===== src/rtl/pipe_mux_if.sv =====
// pipe_mux_if: handshake and data bundle of the pipe_mux channel selector.
// slave: pipe_mux side. master: producer/consumer side.
// Signals: in_bus, sel, mode, scan_clr, in_valid, in_ready,
//          out_data, out_sel, out_valid, out_ready,
//          out_parity (only with PIPE_MUX_PARITY_EN).
interface pipe_mux_if #(
    parameter int WIDTH    = 1,
    parameter int CHANNELS = 16,
    parameter int SEL_W    = 4
);
    logic [CHANNELS*WIDTH-1:0] in_bus;
    logic [SEL_W-1:0]          sel;
    logic                      mode;
    logic                      scan_clr;
    logic                      in_valid;
    logic                      in_ready;
    logic [WIDTH-1:0]          out_data;
    logic [SEL_W-1:0]          out_sel;
    logic                      out_valid;
    logic                      out_ready;
`ifdef PIPE_MUX_PARITY_EN
    logic                      out_parity;
`endif

    modport slave (
        input  in_bus,
        input  sel,
        input  mode,
        input  scan_clr,
        input  in_valid,
        input  out_ready,
        output in_ready,
        output out_data,
        output out_sel,
        output out_valid
`ifdef PIPE_MUX_PARITY_EN
        , output out_parity
`endif
    );

    modport master (
        output in_bus,
        output sel,
        output mode,
        output scan_clr,
        output in_valid,
        output out_ready,
        input  in_ready,
        input  out_data,
        input  out_sel,
        input  out_valid
`ifdef PIPE_MUX_PARITY_EN
        , input out_parity
`endif
    );
endinterface


===== src/rtl/pipe_mux.sv =====
// pipe_mux: one-deep registered channel selector, fixed or round-robin.
// Ports: clk, rst_n (async, active-low), io (pipe_mux_if.slave).
// Optional macro PIPE_MUX_PARITY_EN adds io.out_parity (even parity).
module pipe_mux #(
    parameter int WIDTH    = 1,
    parameter int CHANNELS = 16,
    parameter int SEL_W    = 4
) (
    input  logic      clk,
    input  logic      rst_n,
    pipe_mux_if.slave io
);
    logic [WIDTH-1:0] ch [CHANNELS];
    logic [SEL_W-1:0] ptr;
    logic [SEL_W-1:0] ptr_nxt;
    logic [SEL_W-1:0] idx;
    logic [WIDTH-1:0] pick;
    logic [WIDTH-1:0] data_q;
    logic [SEL_W-1:0] sel_q;
    logic             valid_q;
    logic             ready;
    logic             cap;

    for (genvar k = 0; k < CHANNELS; k++) begin : g_ch
        assign ch[k] = io.in_bus[k*WIDTH +: WIDTH];
    end

    assign ready = !valid_q || io.out_ready;
    assign cap   = io.in_valid && ready;
    assign pick  = ch[idx];

    // A scan clear replaces the pointer in the same cycle it is seen.
    always_comb begin
        idx = io.sel;
        if (io.mode) begin
            idx = io.scan_clr ? '0 : ptr;
        end
    end

    // Power-of-two channel count makes the +1 wrap for free.
    always_comb begin
        ptr_nxt = ptr;
        if (io.scan_clr) begin
            ptr_nxt = (cap && io.mode) ? SEL_W'(1) : '0;
        end else if (cap && io.mode) begin
            ptr_nxt = ptr + 1'b1;
        end
    end

    always_ff @(posedge clk or negedge rst_n) begin
        if (!rst_n) begin
            ptr <= '0;
        end else begin
            ptr <= ptr_nxt;
        end
    end

    always_ff @(posedge clk or negedge rst_n) begin
        if (!rst_n) begin
            data_q  <= '0;
            sel_q   <= '0;
            valid_q <= 1'b0;
        end else if (cap) begin
            data_q  <= pick;
            sel_q   <= idx;
            valid_q <= 1'b1;
        end else if (io.out_ready) begin
            valid_q <= 1'b0;
        end
    end

`ifdef PIPE_MUX_PARITY_EN
    logic par_q;

    always_ff @(posedge clk or negedge rst_n) begin
        if (!rst_n) begin
            par_q <= 1'b0;
        end else if (cap) begin
            par_q <= ^pick;
        end
    end

    assign io.out_parity = par_q;
`endif

    assign io.in_ready  = ready;
    assign io.out_data  = data_q;
    assign io.out_sel   = sel_q;
    assign io.out_valid = valid_q;
endmodule


===== src/flat_wrapper.sv =====
// flat-port wrapper written by rule: the top's interface ports become plain ports
module pipe_mux_flat 
#(
    parameter int WIDTH    = 1,
    parameter int CHANNELS = 16,
    parameter int SEL_W    = 4
)
  (clk, rst_n, io_in_bus, io_sel, io_mode, io_scan_clr, io_in_valid, io_out_ready, io_in_ready, io_out_data, io_out_sel, io_out_valid);
  pipe_mux_if #(.WIDTH(WIDTH), .CHANNELS(CHANNELS), .SEL_W(SEL_W)) io_i ();
  input  logic clk;
  input  logic rst_n;
  input wire logic [$bits(io_i.in_bus)-1:0] io_in_bus;
  input wire logic [$bits(io_i.sel)-1:0] io_sel;
  input wire logic [$bits(io_i.mode)-1:0] io_mode;
  input wire logic [$bits(io_i.scan_clr)-1:0] io_scan_clr;
  input wire logic [$bits(io_i.in_valid)-1:0] io_in_valid;
  input wire logic [$bits(io_i.out_ready)-1:0] io_out_ready;
  output wire logic [$bits(io_i.in_ready)-1:0] io_in_ready;
  output wire logic [$bits(io_i.out_data)-1:0] io_out_data;
  output wire logic [$bits(io_i.out_sel)-1:0] io_out_sel;
  output wire logic [$bits(io_i.out_valid)-1:0] io_out_valid;
  assign io_i.in_bus = io_in_bus;
  assign io_i.sel = io_sel;
  assign io_i.mode = io_mode;
  assign io_i.scan_clr = io_scan_clr;
  assign io_i.in_valid = io_in_valid;
  assign io_i.out_ready = io_out_ready;
  assign io_in_ready = io_i.in_ready;
  assign io_out_data = io_i.out_data;
  assign io_out_sel = io_i.out_sel;
  assign io_out_valid = io_i.out_valid;
  pipe_mux #(.WIDTH(WIDTH), .CHANNELS(CHANNELS), .SEL_W(SEL_W)) u_core (.clk(clk), .rst_n(rst_n), .io(io_i));
endmodule

===== config.mk =====
export PLATFORM = sky130hd
export DESIGN_NAME = pipe_mux_flat
export DESIGN_NICKNAME = d
export VERILOG_FILES = /design/src/rtl/pipe_mux_if.sv /design/src/rtl/pipe_mux.sv /design/src/flat_wrapper.sv
export SDC_FILE = /design/constraint.sdc
export NUM_CORES = 1
export LEC_CHECK = 0
export BUFFER_PORTS_ARGS = -buffer_cell sky130_fd_sc_hd__buf_2
export CAP_MARGIN = 20
export CELL_PAD_IN_SITES_DETAIL_PLACEMENT = 2
export CELL_PAD_IN_SITES_GLOBAL_PLACEMENT = 2
export CORE_UTILIZATION = 23
export CTS_CLUSTER_DIAMETER = 100
export DETAILED_ROUTE_END_ITERATION = 12
export GPL_TIMING_DRIVEN = 0
export HOLD_SLACK_MARGIN = 0.02
export PLACE_DENSITY = 0.84
export RECOVER_POWER = 100
export SYNTH_ARGS = -nofsm -noshare
export SYNTH_HDL_FRONTEND = slang
export SYNTH_SLANG_ARGS = --single-unit

===== constraint.sdc =====
create_clock -name clk -period 1.53 [get_ports clk]
set_input_delay 0.153 -clock clk [delete_from_list [all_inputs] [get_ports clk]]
set_output_delay 0.153 -clock clk [all_outputs]
set_load 0.01 [all_outputs]

# [Word level (Yosys, flattened, before mapping)]
# Index checks and enable logic that the tools add are counted.
[totals] register_bits=10 input_bits=26 out_inout_bits=7
[classes] addsub=1 n_lt_le_gt_ge=1 mux=10 bitwise=1 reduce_logical=6
[ops] operator="$mux W4" count=4
[ops] operator="$ge A5 B5 Y1 const B" count=1
[ops] operator="$mux W1" count=5
[ops] operator="$not A4 Y5" count=1
[ops] operator="$add A4 B1 Y4 const B" count=1
[ops] operator="$bmux W1 S4" count=1
[ops] operator="$reduce_bool A2 Y1" count=2
[ops] operator="$logic_and A1 B1 Y1" count=2
[ops] operator="$logic_not A1 Y1" count=1
[ops] operator="$logic_or A1 B1 Y1" count=1

# [Logic depth before layout (Yosys ltp)]
[logic_depth] ltp_word=6 ltp_mapped=7

# [Worst setup path after synthesis]
# Ideal clock, no wire load.
[synth_path] path_kind="reg-to-reg" start="register u_core.ptr[0]" end="register u_core.data_q, in the netlist u_core.io.out_data" t_arrival_ps=1328 required_time_ps=1404 path_slack_ps=76 path_stages_with_launch=6 path_buffers=0 cell_sequence="dfrtp_1 -> and3b_4 -> nor2_8 -> mux2i_1 -> a222oi_1 -> a221o_1"
[synth_via] elab_chain_len=6
[synth_lines] item="from (decl)" line="pipe_mux.sv:14" rtl="logic [SEL_W-1:0] ptr;"
[synth_lines] item="from (signal assigned)" line="pipe_mux.sv:54" rtl="ptr <= ptr_nxt;"
[synth_lines] item="$mux W4" line="pipe_mux.sv:36" rtl="idx = io.scan_clr ? '0 : ptr;"
[synth_lines] item="$mux W4" line="pipe_mux.sv:35" rtl="if (io.mode) begin"
[synth_lines] item="$not A4 Y5 (implied by the code)" line="pipe_mux.sv:30" rtl="assign pick = ch[idx];"
[synth_lines] item="$bmux W1 S4" line="pipe_mux.sv:30"
[synth_lines] item="$mux W1 (implied by the code) (2 in a row)" line="pipe_mux.sv:30"
[synth_lines] item="to (signal assigned)" line="pipe_mux.sv:64" rtl="data_q <= pick;"
[synth_lines] item="to (decl)" line="pipe_mux.sv:18" rtl="logic [WIDTH-1:0] data_q;"
# No other way between the ends. The select of a mux whose other input is x is not followed.
# A chain may end at the register's enable or synchronous reset.

# [Worst setup path in the final report]
[layout_path] start="register u_core.ptr[1]" end="register u_core.data_q, in the netlist u_core.io.out_data"
# Same word-level chain as after synthesis.

==> metrics.md <==
| Metric | Value |
|---|---|
| Inserted Diodes | `0` |
| Clk_skew | `about 0.0054 ns` |
| Fin crit period | `approximately 1.5 ns` |
| Final WL | `~2400 um` |
| Total Routing Usage GR | `between 10% and 20%` |
| IO Pins | `33` |
| Fmax | `around 680 MHz` |
| CTS max path bufs | `2` |
| Row cnt | `20` |
| Filler cells | `~360` |
| Placed Area | `approximately 960 um^2` |
| Post-synthesis compound-gate area fraction | `a little over a fifth` |
| Syn Inst Count | `roughly 80` |
| Area leader, netlist | `dfrtp_1` |
| Placer Congestion | `0.797` |
| Max-cap violations | `0` |
| Worst Hold Depth | `2` |
| Synth Cell Area | `751 um^2` |
| Synth top area cells | `dfrtp_1 (33%), mux2i_1 (6.7%), nand3_1 (6.0%)` |
| Final net count | `between 100 and 150` |
| Dpl hpwl | `1860 um` |
| Critical path launch point type | `flop` |
| Pre-antenna DRT Iters | `4` |
| Final Hold Fails | `0` |
| Clock root buffer | `clkbuf_4` |
| Residual DRC count | `0` |
| Sink Count | `10` |
| TritonCTS clock tree | `built` |
| Combinational family with the most area after synthesis | `simple AND/OR/NAND/NOR gates` |
| Die area | `3500 um^2` |
| Setup violators final | `0` |
| Non-filler cells, final | `about 160` |
| Adder-cell share of the synthesized area | `around 1.7%` |
| Simple-gate share of the synthesized area | `about 28%` |
| Yosys reg bits | `10` |
| H-tree depth reported by CTS | `1` |
| Placed insts | `156` |
| CP Max Fanout | `7` |
| Post-Synth XOR/XNOR Area | `~2.3%` |
| Post-route antenna net violation count | `0` |
| Worst-skew pair later-pin latency | `0.27 ns` |
| Syn Nets | `109` |
| Initial Util | `approximately a quarter` |
| Die Span Y | `approximately 59 um` |
| Final Slew Violations | `0` |
| WL per Instance | `14.7 um` |
| Power Density | `around 700 nW/um^2` |
| Worst-Margin Slew | `0.571 ns` |
| First-pass GRT wire length | `3740 um` |
| Routed vias/inst | `4.60` |
| Largest net degree at the start of global routing | `11` |
| Area delta synth->final | `33.7%` |
| R2R depth | `5` |
| Power, Total | `702 uW` |
| Post-synthesis mux area share | `6.67%` |
| Critical path arrival | `roughly 1.6 ns` |
| Core ar. | `roughly 3100 um^2` |
| Die width | `roughly 59 um` |
| Synth cell types | `33` |
| Final worst path period share | `about 96%` |
| Violation count after the first detailed-route iteration | `12` |
| Area of the multi-input gates | `about 460 um^2` |
| Synthesized area per cell | `slightly above 9 um^2` |
| Peak supply drop | `~0.00015 V` |
| Crit Path Category | `flop to flop` |
| CTS clock-pin slew for the worst setup and hold paths | `approximately 0.070 ns` |
| FF+latch area | `about 250 um^2` |
| Overflow after GRT | `0` |
| Initial antenna violation count | `0` |
| IO buf count | `30` |
| Total number of vias | `roughly 750` |
| Yosys top cell area share | `33.3%` |
| TNS Setup | `0 ns` |
| Vias in the first global route | `just over 800` |
| Required @ worst endpoint | `1.68 ns` |
| CP Capture Type | `flop` |
| Min-Delay Path Class | `input port to flop` |
| Total leakage power | `approximately 0.00048 uW` |
| CTS Buf Count | `3` |
| Post-route cell area | `1000 um^2` |
| Yosys warning count | `0` |
| Status | `finished clean` |
| Seq/Total Area, Yosys | `33.3%` |
| Slew headroom | `about three fifths` |
| Share of cells above drive strength 1 | `about a third` |
[stage by stage]
stage | setup WS [ns] | utilization, % | hold WS [ns]
finish | 0.0560 | 32.6 | 0.0644
global route | -0.0371 | 32.6 | 0.0742
CTS | 0.00737 | 32.4 | 0.0574
detailed placement | -0.0458 | 31.1 | 0.0359
global placement | -0.0341 | 31.1 | 0.0256
floorplan | 0.0758 | - | -0.143
[final cells by class]
type | count | area share (%)
Inverter | 5 | 1.87
Sequential cell | 10 | 25.1
Timing Repair Buffer | 33 | 16.5
Buffer | 3 | 2.99
Tap cell | 44 | 5.49
Clock buffer | 3 | 2.24
Multi-Input combinational cell | 64 | 45.9
[synth_stat cells]
master,number
dfrtp_1,10
nand3_1,9
o21ai_0,9
inv_1,5
mux2i_1,5
nand2_1,5
a32o_1,3
nand2b_1,3
nor2_1,3
a21oi_1,2
and2b_2,2
and2b_4,2
buf_6,2
nand3b_1,2
xnor2_1,2
a21boi_0,1
a21o_1,1
a221o_1,1
a222oi_1,1
a311oi_1,1
a31oi_1,1
and2b_1,1
and3b_4,1
and4_1,1
buf_4,1
ha_1,1
nand4_1,1
nor2_8,1
nor3_1,1
o2111ai_1,1
o21a_1,1
o21bai_1,1
or3_1,1
[where the power goes]
part / switching [uW] / internal (uW) / total, uW
sequential: 15.0 / 289 / 304
clock: 96.5 / 91.2 / 188
combinational: 111 / 98.7 / 210
total: 223 / 479 / 702
[cell usage in the layout, fill, tap and decap left out, types with 3 or more instances in the layout]
master	instances
buf_2	22
buf_4	3
clkbuf_1	8
clkbuf_4	3
dfrtp_1	9
inv_1	5
mux2i_1	5
nand2_1	5
nand2b_1	3
nand3_1	9
nor2_1	3
o21ai_0	6
o21ai_1	3
[critical path: stages (launching register included)]
cell and delay, ns:
dfrtp_2 0.43, and2b_2 0.18, a32o_1 0.23, nand3_1 0.08, and4_1 0.18, a221o_1 0.26
[final timing paths]
kind / from / endpoint / slack, ns
worst max-delay path: u_core.ptr[1]$_DFFE_PN0P_ / u_core.io.out_data$_DFFE_PN0P_ / 0.06
worst min-delay path: io_scan_clr / u_core.ptr[1]$_DFFE_PN0P_ / 0.06
worst max register to register: u_core.ptr[1]$_DFFE_PN0P_ / u_core.io.out_data$_DFFE_PN0P_ / 0.06
worst min register to register: u_core.io.out_sel[0]$_DFFE_PN0P_ / u_core.io.out_sel[0]$_DFFE_PN0P_ / 0.48
max in group asynchronous: rst_n / u_core.ptr[1]$_DFFE_PN0P_ / 0.75
min in group asynchronous: rst_n / u_core.io.out_valid$_DFFE_PN0P_ / 0.38
[registers in the layout, indices dropped and copies added (netlist names)]
signal and cells:
u_core.io.out_data 1, u_core.io.out_sel 4, u_core.ptr 4, u_core.io.out_valid 1
[repair_timing]
action                                 CTS  global route
pin swaps                                0             3
hold buffers                             1             0
endpoints found under the hold margin   10             0
buffers inserted                         1             1
resized for setup                        0             7
setup endpoints to repair                1             1
[logic make-up (layout without fill, tap and decap cells)]
| logic type | count (synthesis) | in the layout |
|---|---|---|
| AO/OA/AOI/OAI | 23 | 23 |
| XOR/XNOR | 2 | 2 |
| adder cells (fa/ha/maj) | 1 | 1 |
| buffers and inverters | 8 | 44 |
| flip-flops | 10 | 10 |
| multiplexers | 5 | 5 |
| AND/OR/NAND/NOR | 33 | 33 |
[metal layers]
layer / global-route usage [%] / part of all wire, % / vias up / routed length, um
met3: 2.62 / 5.0 / 5 / 119
met5: 0 / 0 / - / 0
met2: 25.0 / 48 / 28 / 1150
met1: 17.8 / 45 / 338 / 1070
met4: 6.12 / 1.5 / 0 / 36
li1: - / - / 374 / -
Power figures use the tool's default switching activity.
